### src/rtl/fifo_arb_pkg.sv
// fifo_arb_pkg: shared FSM state encoding and default parameters for fifo_rd_arbiter
package fifo_arb_pkg;

   typedef enum logic {
      IDLE  = 1'b0,
      SERVE = 1'b1
   } state_t;

   localparam int DEF_NUM_REQ    = 4;
   localparam int DEF_DATA_WIDTH = 8;
   localparam int DEF_BURST_LEN  = 4;

endpackage

### src/rtl/fifo_rd_arbiter_rr_pick.sv
// rr_pick: combinational round-robin priority encoder searching upward from last+1
module rr_pick #(
   parameter int NUM_REQ = 4,
   localparam int IW = $clog2(NUM_REQ)
) (
   input  logic [NUM_REQ-1:0] i_req,
   input  logic [IW-1:0]      i_last,
   output logic               o_valid,
   output logic [IW-1:0]      o_idx
);

   logic [IW-1:0] w_cand;

   // scan farthest candidate first so the nearest requester after last wins
   always_comb begin
      o_valid = |i_req;
      o_idx   = '0;
      w_cand  = '0;
      for (int k = NUM_REQ; k >= 1; k--) begin
         w_cand = IW'((int'(i_last) + k) % NUM_REQ);
         if (i_req[w_cand]) o_idx = w_cand;
      end
   end

endmodule

### src/rtl/fifo_rd_arbiter.sv
// fifo_rd_arbiter: round-robin arbitration of FIFO read access among NUM_REQ requesters.
// Define FIFO_ARB_BURST_EN to allow up to BURST_LEN back-to-back reads per grant;
// otherwise each grant carries exactly one read.
module fifo_rd_arbiter
   import fifo_arb_pkg::*;
#(
   parameter int NUM_REQ    = DEF_NUM_REQ,
   parameter int DATA_WIDTH = DEF_DATA_WIDTH,
   parameter int BURST_LEN  = DEF_BURST_LEN
) (
   input  logic                  rclk,
   input  logic                  rrst_n,
   input  logic [NUM_REQ-1:0]    req,
   input  logic                  empty,
   input  logic [DATA_WIDTH-1:0] rdata,
   output logic                  r_en,
   output logic [NUM_REQ-1:0]    gnt,
   output logic [DATA_WIDTH-1:0] dout,
   output logic [NUM_REQ-1:0]    dout_valid
);

`ifdef FIFO_ARB_BURST_EN
   localparam bit BURST = 1'b1;
`else
   localparam bit BURST = 1'b0;
`endif
   localparam int QUOTA = BURST ? BURST_LEN : 1;
   localparam int IW    = $clog2(NUM_REQ);
   localparam int CW    = $clog2(QUOTA + 1);
   localparam logic [NUM_REQ-1:0] ONE = NUM_REQ'(1);

   state_t              r_state;
   logic [IW-1:0]       r_owner;
   logic [IW-1:0]       r_last;
   logic [CW-1:0]       r_cnt;
   logic [NUM_REQ-1:0]  r_gnt;
   logic [NUM_REQ-1:0]  r_dv;
   logic                w_valid;
   logic [IW-1:0]       w_idx;
   logic                w_exit;

   rr_pick #(.NUM_REQ(NUM_REQ)) u_pick (
      .i_req   (req),
      .i_last  (r_last),
      .o_valid (w_valid),
      .o_idx   (w_idx)
   );

   // a read goes out only while the owner still asks and data is present
   assign r_en       = (r_state == SERVE) && req[r_owner] && !empty;
   assign w_exit     = !req[r_owner] || empty || (r_en && r_cnt == CW'(QUOTA - 1));
   assign gnt        = r_gnt;
   assign dout       = rdata;
   assign dout_valid = r_dv;

   // arbitration FSM with registered grant, owner, last-served and read count
   always_ff @(posedge rclk or negedge rrst_n) begin
      if (!rrst_n) begin
         r_state <= IDLE;
         r_owner <= '0;
         r_last  <= IW'(NUM_REQ - 1);
         r_cnt   <= '0;
         r_gnt   <= '0;
         r_dv    <= '0;
      end else begin
         r_dv <= r_en ? r_gnt : '0;
         if (r_state == IDLE) begin
            r_cnt <= '0;
            if (w_valid && !empty) begin
               r_state <= SERVE;
               r_owner <= w_idx;
               r_gnt   <= ONE << w_idx;
            end
         end else begin
            if (r_en) r_cnt <= r_cnt + 1'b1;
            if (w_exit) begin
               r_state <= IDLE;
               r_gnt   <= '0;
               r_last  <= r_owner;
            end
         end
      end
   end

endmodule

### config.mk
export PLATFORM = sky130hd
export DESIGN_NAME = fifo_rd_arbiter
export DESIGN_NICKNAME = d
export VERILOG_FILES = /design/src/rtl/fifo_arb_pkg.sv /design/src/rtl/fifo_rd_arbiter_rr_pick.sv /design/src/rtl/fifo_rd_arbiter.sv
export SDC_FILE = /design/constraint.sdc
export NUM_CORES = 1
export LEC_CHECK = 0
export ABC_AREA = 1
export BUFFER_PORTS_ARGS = -buffer_cell sky130_fd_sc_hd__buf_4
export CAP_MARGIN = 10
export CORE_UTILIZATION = 51
export CTS_CLUSTER_DIAMETER = 30
export DETAILED_ROUTE_END_ITERATION = 6
export PLACE_DENSITY = 0.82
export SLEW_MARGIN = 20
export SYNTH_ARGS = -nofsm -noshare
export SYNTH_HDL_FRONTEND = slang
export SYNTH_SLANG_ARGS = --single-unit
### constraint.sdc
create_clock -name rclk -period 2.8 [get_ports rclk]
set_input_delay 0.42 -clock rclk [delete_from_list [all_inputs] [get_ports rclk]]
set_output_delay 0.42 -clock rclk [all_outputs]
set_load 0.02 [all_outputs]
==> summary.md, run 1 <==
| Metric | Value |
|---|---|
| Worst path depth | 7 |
| Slew Limit Fails | 0 |
| FF+latch count, synth | 14 |
| Top Family by Delay on Critical Path | flip-flops |
| Final WL | 1660 µm |
| Final clock skew | 7.40 ps |
| Achievable Freq | 544 MHz |
| Crit-path max FO | 4 |
| Setup crit start kind | flop |
| Pwr dens | 993 nW/µm² |
| Data required time at the worst endpoint | 2380 ps |
| Leading cell type in the layout, fill and taps excluded | nand2_1 |
| Worst Path Buf+Inv | 2 |
| Layout cells sized above 1 | 27.1% |
| Detailed Route Iter0 Violations | 21 |
| Ant diodes | 0 |
| Mapped Nets | 133 |
| Vias | 756 |
| Final hold vios | 0 |
| Status | complete, no violations |
| GRT Total Usage | 20.1% |
| Initial cell density of the core | 55.8% |
| Tmin final | 1840 ps |
| Port Buffers | 15 |
| Crit Path Class | flop to output port |
| Core area | 1540 µm² |
| Avg Inst Size Synth | 7.30 µm² |
| Netlist cell types | 16 |
| Total power | 0.951 mW |
| Endpoint type of the worst setup path | output port |
| Mapped Area | 861 µm² |
| Worst-path cell chain | inv_1 > a21oi_1 > o21ai_0 > nand2_1 > nand2_1 > nor2_1 > buf_4 |
| Worst path most repeated cell | nand2_1 |
| Switching share of power | 47.3% |
| Final setup viols | 0 |
| Die width | 43.1 µm |
| Worst min path class | primary input to async pin |
| Psw | 0.450 mW |
| Storage cell area | 353 µm² |
| Share of the yosys chip area belonging to registers | 41.0% |
| R2r endpoint | gnt[1] |
| Relative slew slack | 85.7% |
| Via density | 5.21 |
| Crit path max-delay cell type | dfrtp_1 |
| CTS tree | built |
| Placed cells | 140 |
| Root buffer cell | clkbuf_4 |
| Initial antenna violation count | 0 |
| Reg-to-Reg Start | r_last[0] |
| Worst setup margin | 961 ps |
| LEAKAGE | 0.535 nW |
| Clock tree buffer depth | 2 |
| Area grow syn2layout | 11.3% |
| Gpl congestion | 0.821 |
| Post-cts hold buffer count | 1 |
| Worst slew pin tran | 214 ps |
| Final Util | 62.2% |
| Clk slew on worst S/H paths | 90 ps |
| Max-cap violations | 0 |
| Setup TNS | 0 ps |
| Post-CTS Setup Bufs | 0 |
| Final Non-Filler Cells | 145 |
| Setup slack, reg-to-reg | 1280 ps |
| Vias in the first global route | 685 |
| First-pass GRT wire length | 2850 µm |
| Final antenna-violating net count | 0 |
| Drt drc | 0 |
| 1st-pass router iterations | 7 |
| Flop pwr share | 34.0% |
| Filler Cells Inserted | 152 |
| Internal power | 0.501 mW |
| Clk pwr share | 12.6% |
| H-tree depth | 1 |
| Final period util | 65.7% |
| Largest net degree at the start of global routing | 15 |
| Top Ports | 32 |
| Multi-input logic area | 354 µm² |
| Fin nets | 145 |
| Post-DP HPWL | 1280 µm |
| Max stage delay on crit path | 370 ps |
| YS warnings | 0 |
| GR Overflow Total | 0 |
| Critical Path AT | 1420 ps |
| # resized after CTS | 0 |
| CTS Sinks | 14 |
| R2R cell count | 11 |
| Row Count | 14 |
| Post-DR wirelength/cell | 11.4 µm |
| Peak supply drop | 0.000578 V |
| Worst setup path startpoint | r_owner[0] |
| Die ar. | 1860 µm² |
| Clk_lat worst skew | 280 ps |
| Die height | 43.1 µm |
| Most frequent cells in the layout | 30 x nand2_1, 18 x inv_1, 15 x buf_4 |
| CP Capture Point | r_en |
| RSZ-0062 raised after global routing | no |
| Post-synthesis instance total | 118 |
| Inserted Clock Buffers | 3 |
| Combinational fraction of design power | 53.4% |
| Pre-CTS WS | 1150 ps |
==> worst reg2reg max path, cell delays in order, from the launching register on <==
cell,delay [ps]
dfstp_2,650
inv_8,70
nand2_1,80
nand3_1,100
nand2_1,90
inv_1,50
nand2_2,70
nand2_2,50
nand2_2,70
nand2_2,70
nand3_1,70
nand2_1,60
==> registers in the layout (all words and copies together) (netlist names) <==
register	cells
r_state	1
gnt	4
r_last	2
r_cnt	1
r_owner	2
dout_valid	4
==> Yosys cell counts <==
library cell | count | share of area, %
dfstp_2 | 2 | 6.1
dfrtp_1 | 12 | 35
inv_1 | 18 | 7.8
buf_6 | 1 | 1.3
o21ai_1 | 1 | 0.58
nand2_1 | 30 | 13
nand3_2 | 1 | 1.2
nand3_1 | 12 | 7.0
inv_2 | 1 | 0.44
a21oi_1 | 4 | 2.3
nor2_1 | 6 | 2.6
inv_8 | 1 | 1.3
nand2_2 | 12 | 8.7
nand4_1 | 3 | 2.2
o21ai_0 | 6 | 3.5
buf_4 | 8 | 7.0
==> metrics by stage <==
stage,hold WS [ps],instance area [µm²]
floorplan,124,861
CTS,512,958
global placement,271,922
global route,521,958
finish,517,958
detailed placement,276,922
==> power by group through the flow <==
stage               sequential, mW  combinational (mW)  clock (mW)
finish                       0.323               0.508       0.120
floorplan                    0.325               0.414           0
detailed placement           0.327               0.506           0
global route                 0.331               0.580       0.132
CTS                          0.323               0.510       0.122
global placement             0.328               0.483           0
==> worst min path at each step <==
stage	startpoint	endpoint	slack, ps	cells past startpoint
final	rrst_n	dout_valid[2]	520	2
after global routing	rrst_n	dout_valid[3]	520	2
after CTS	empty	r_state	510	4
after detailed placement	rrst_n	r_cnt	280	1
after global placement	rrst_n	r_cnt	270	1
after floorplan	rrst_n	dout_valid[0]	120	0
==> routing by layer <==
metal	up-vias	part of all wire (%)	global-route usage, %
li1	381	-	-
met1	345	44	25.9
met2	24	50	34.3
met3	6	5.4	2.55
met4	0	1.4	6.67
met5	-	0	0
==> cell families after synthesis <==
kind of cell | count (synthesis) | synth area share, %
flip-flops | 14 | 41.0
AND/OR/NAND/NOR | 64 | 34.7
AO/OA/AOI/OAI | 11 | 6.40
buffers and inverters | 29 | 17.9
==> layout make-up <==
cell class                      count  area share (%)
Timing Repair Buffer               16            12.8
Inverter                           20            8.62
Tap cell                           16            2.09
Clock buffer                        4            2.74
Sequential cell                    14            36.8
Multi-Input combinational cell     75            36.9
No activity file was read; power rests on OpenSTA's default activity.
==> inputs of run 2 (changes only) <==
- ABC_AREA: 1 -> 0
- CORE_UTILIZATION: 51 -> 44
- PLACE_DENSITY: 0.82 -> 0.76
- clock period: 2.8 -> 1.9 ns (I/O delays scaled with it)
==> summary.md, run 2 <==
| Metric | Value |
|---|---|
| Drt drc | 0 |
| DP Area | 785 µm² |
| Most frequent cells in the layout | 16 x buf_4, 12 x dfrtp_1, 4 x inv_1, 4 x and2_1 |
| Synth area leader | dfrtp_1 |
| Setup slack, reg-to-reg | 160 ps |
| FF+latch count, synth | 14 |
| Peak supply drop | 0.000603 V |
| Clk slew on worst S/H paths | 80 ps |
| Synth top cells by count | 12 x dfrtp_1, 8 x buf_4, 4 x and2_1, 4 x inv_1, 4 x nor2_1 |
| Worst min path class | primary input to flop |
| Clock tree buffer depth | 2 |
| Gpl congestion | 0.826 |
| Number of synthesized flops with an enable pin | 0 |
| Relative slew slack | 64.6% |
| Top Ports | 32 |
| Final antenna-violating net count | 0 |
| Initial antenna violation count | 0 |
| Largest net degree at the start of global routing | 15 |
| Row Count | 14 |
| LEAKAGE | 0.403 nW |
| CTS tree | built |
| Vias in the first global route | 463 |
| Die width | 42.2 µm |
| H-tree depth | 1 |
| GR Overflow Total | 0 |
| Vias | 507 |
| Post-route cell area | 841 µm² |
| Initial cell density of the core | 47.3% |
| Crit Path Class | flop to output port |
| Data required time at the worst endpoint | 1620 ps |
| Fin nets | 92 |
| Final setup viols | 0 |
| Pwr dens | 1180 nW/µm² |
| Die height | 42.2 µm |
| Final WL | 1260 µm |
| Die ar. | 1780 µm² |
| Via density | 5.51 |
| CTS Sinks | 14 |
| Crit-path max FO | 6 |
| Endpoint type of the worst setup path | output port |
| Inserted Clock Buffers | 3 |
| RSZ-0062 raised after global routing | no |
| Ys async rst share | 100% |
| First-pass GRT wire length | 2040 µm |
| Netlist cell types | 27 |
| Avg Inst Size Synth | 11.3 µm² |
| Final Non-Filler Cells | 92 |
| Core area | 1510 µm² |
| Mapped Nets | 78 |
| Final clock skew | 7.76 ps |
| Filler Cells Inserted | 129 |
| YS warnings | 0 |
| Mapped Area | 712 µm² |
| Setup crit start kind | flop |
| Clk_lat worst skew | 280 ps |
| Achievable Freq | 541 MHz |
| Worst slew pin tran | 527 ps |
| Critical Path AT | 1560 ps |
| Top cell type's share of synthesized area | 42.2% |
| Area grow syn2layout | 18.1% |
| Layout cells sized above 1 | 39.5% |
| Setup TNS | 0 ps |
| GRT Total Usage | 16.0% |
| Top-count cell post-synth | dfrtp_1 |
| Port Buffers | 15 |
| Detailed Route Iter0 Violations | 4 |
| Slew Limit Fails | 0 |
| Final period util | 97.3% |
| Post-DR wirelength/cell | 13.7 µm |
| Status | complete, no violations |
| 1st-pass router iterations | 4 |
| Placed cells | 86 |
| Top_reg_cell synth | dfrtp_1 |
| Storage cell area | 353 µm² |
| Post-DP HPWL | 928 µm |
| Tmin final | 1850 ps |
| Final Util | 55.8% |
| Largest cells by area after synthesis | dfrtp_1 42%, buf_4 8.4%, dfstp_2 7.4%, and2_1 3.5%, mux2_2 3.2% |
| Final hold vios | 0 |
| Root buffer cell | clkbuf_4 |
| Ant diodes | 0 |
| Hold slack | 351 ps |
| Max-cap violations | 0 |
| Multi-input logic area | 287 µm² |
| Share of the yosys chip area belonging to registers | 49.6% |
| Post-synthesis instance total | 63 |
| Leading cell type in the layout, fill and taps excluded | buf_4 |
-- run 2: cell types whose count changed after synthesis, sizes merged, moves of 3 or more --
cell	before	now
and2	0	4
inv	20	4
nand2	42	3
nand3	13	0
nand4	3	0
o21ai	7	1
-- run 2: timing repair --
action                     in CTS  in global routing
gates resized for setup         1                  0
hold endpoints to repair       12                  0
hold buffers                    1                  0
setup endpoints to repair       1                  0
buffers inserted                1                  0
-- run 2: final timing paths --
check | to | cells past startpoint | from
max | r_en | 4 | r_owner[0]
max in group asynchronous | r_last[0] | 2 | rrst_n
min in group asynchronous | r_cnt | 2 | rrst_n
max reg2reg | r_last[0] | 4 | r_owner[0]
min | r_owner[0] | 3 | empty
min reg2reg | gnt[1] | 1 | gnt[1]
-- run 2: through the flow --
stage               setup WS [ps]  power (mW)
finish                       50.5       0.994
floorplan                     355       0.691
global route               0.0706        1.05
detailed placement            256       0.777
CTS                          45.8        1.00
global placement              277       0.767
-- run 2: metal layers --
layer / part of all wire [%] / routed length (µm) / up-vias / track usage, %
met5: 0 / 0 / - / 0
met4: 2.0 / 25 / 0 / 11.3
met3: 8.7 / 110 / 4 / 6.90
met2: 49 / 613 / 24 / 25.8
met1: 41 / 512 / 239 / 16.5
li1: - / - / 240 / -
-- run 2: cell families after synthesis --
kind of cell / count (synthesis) / share of synthesized area, %
DFF: 14 / 49.6
xor gates and xnor gates: 1 / 1.23
muxes: 4 / 7.73
AOI/OAI and AO/OA: 14 / 16.9
and+or+nand+nor: 18 / 14.1
buffers and inverters: 12 / 10.5
-- run 2: power by group --
part / total (mW) / internal [mW] / switching [mW] / leakage [nW]
Clock: 0.210 / 0.117 / 0.0934 / 0.0210
Combinational: 0.334 / 0.174 / 0.159 / 0.202
Sequential: 0.451 / 0.382 / 0.0684 / 0.180
-- run 2: cell type report --
class	instances	share of cell area, %
flip-flops and latches	14	42.0
multi-input cells	37	34.1
repair buffers	17	15.5
clock buffers	4	4.32
well taps	16	2.38
inverters	4	1.79
-- run 2: critical path, cell delays in order (launching register included) --
cell     delay (ps)
dfrtp_1         390
mux4_2          520
nand2_1         130
nor2_2           80
buf_4           160
==> inputs of run 3 (changes only) <==
==> constraint.sdc (replaced) <==
create_clock -name rclk -period 1.9 [get_ports rclk]
set_input_delay 0 -clock rclk [delete_from_list [all_inputs] [get_ports rclk]]
set_output_delay 0 -clock rclk [all_outputs]
set_load 0.02 [all_outputs]
==> summary.md, run 3 (synthesis gave the netlist of run 2 again) <==
| Metric | Value |
|---|---|
| Status | complete, no violations |
| GRT Total Usage | 16.4% |
| Peak supply drop | 0.000489 V |
| Total power | 0.997 mW |
| 1st-pass router iterations | 4 |
| Core area | 1510 µm² |
| Clock tree buffer depth | 2 |
| Worst setup path startpoint | r_owner[0] |
| Layout cells sized above 1 | 38.2% |
| Critical Path AT | 1640 ps |
| Slew Limit Fails | 0 |
| R2R cell count | 3 |
| Initial cell density of the core | 47.3% |
| Tmin final | 1640 ps |
| RSZ-0062 raised after global routing | no |
| Pwr dens | 1190 nW/µm² |
| First-pass GRT wire length | 2220 µm |
| CTS Sinks | 14 |
| Gpl congestion | 0.758 |
| Final antenna-violating net count | 0 |
| LEAKAGE | 0.403 nW |
| Area grow syn2layout | 17.8% |
| Largest net degree at the start of global routing | 15 |
| Final hold vios | 0 |
| Row Count | 14 |
| Leading cell type in the layout, fill and taps excluded | buf_4 |
| Clk_lat worst skew | 280 ps |
| Die ar. | 1780 µm² |
| Achievable Freq | 609 MHz |
| Setup slack, reg-to-reg | 270 ps |
| Vias in the first global route | 504 |
| Relative slew slack | 78.1% |
| Drt drc | 0 |
| H-tree depth | 1 |
| Final Util | 55.6% |
| Reg-to-Reg Start | r_owner[0] |
| Post-DP HPWL | 974 µm |
| Vias | 497 |
| Worst-path cell chain | mux4_2 > nand2_1 > nor2_1 > buf_4 |
| Fin nets | 92 |
| R2r endpoint | r_last[1] |
| Endpoint type of the worst setup path | output port |
| Setup TNS | 0 ps |
| Setup crit start kind | flop |
| Post-DR wirelength/cell | 14.2 µm |
| Multi-input logic area | 284 µm² |
| Worst slew pin tran | 326 ps |
| Storage cell area | 353 µm² |
| CTS tree | built |
| Final period util | 86.4% |
| Max stage delay on crit path | 410 ps |
| Top Ports | 32 |
| Max-cap violations | 0 |
| Worst min path class | primary input to output port |
| Initial antenna violation count | 0 |
| Data required time at the worst endpoint | 1900 ps |
| Root buffer cell | clkbuf_4 |
| Port Buffers | 15 |
| Hold slack | 0.00882 ps |
| Via density | 5.40 |
| Clk slew on worst S/H paths | 90 ps |
| CP Capture Point | r_en |
| Final clock skew | 3.29 ps |
| Crit path max-delay cell type | dfrtp_1 |
| GR Overflow Total | 0 |
| Crit Path Class | flop to output port |
| Ant diodes | 0 |
| Final setup viols | 0 |
| Detailed Route Iter0 Violations | 5 |
| Crit-path max FO | 6 |
| Most frequent cells in the layout | 16 x buf_4, 12 x dfrtp_1, 4 x inv_1, 4 x nor2_1, 4 x and2_1 |
| Die height | 42.2 µm |
| Filler Cells Inserted | 119 |
| Worst setup margin | 259 ps |
| Die width | 42.2 µm |
| Inserted Clock Buffers | 3 |
| Final WL | 1300 µm |
| Pre-CTS WS | 293 ps |
-- run 3: layout make-up --
type | instances | area share, %
clock buffer | 4 | 4.33
inverter | 4 | 1.79
multi-input combinational | 37 | 33.9
sequential | 14 | 42.1
tap | 16 | 2.39
timing repair buffer | 17 | 15.5
-- run 3: critical path, delay by kind of cell, from the launching register on --
kind / cells / cell delay (ps)
buffers and inverters: 1 / 210
flip-flops: 1 / 410
multiplexers: 1 / 390
AND/OR/NAND/NOR: 2 / 360
-- run 3: per-stage QoR --
stage	area [µm²]	instances
after global routing	838	92
after global placement	792	87
final	838	92
after floorplan	712	63
after detailed placement	792	87
after CTS	838	92
-- run 3: worst min path at each step --
stage	startpoint	depth (start not counted)	slack [ps]	end
6_report	rdata[3]	0	0.009	dout[3]
5_1_grt	rdata[4]	0	0.03	dout[4]
4_1_cts	rdata[0]	0	0.1	dout[0]
3_5_place_dp	rrst_n	1	-140	dout_valid[2]
3_3_place_gp	rrst_n	1	-150	r_state
2_1_floorplan	rrst_n	0	-300	dout_valid[0]
-- run 3: routing by layer --
metal	part of all wire, %	wire length, µm	vias to the layer above	global-route usage [%]
li1	-	-	242	-
met1	44	569	233	19.9
met2	47	615	16	27.1
met4	3.2	42	0	11.3
met3	5.7	74	6	1.72
met5	0	0	-	0
-- run 3: repair_timing --
item                                   in CTS  in global routing
endpoints found under the hold margin      14                  0
setup buffers                               0                  0
hold buffers                                1                  0
gates resized for setup                     0                  0
-- run 3: report_power, final --
group	internal, mW	total, mW	switching, mW
combinational	0.166	0.328	0.162
sequential	0.382	0.456	0.0736
clock	0.116	0.213	0.0968
total	0.665	0.997	0.332
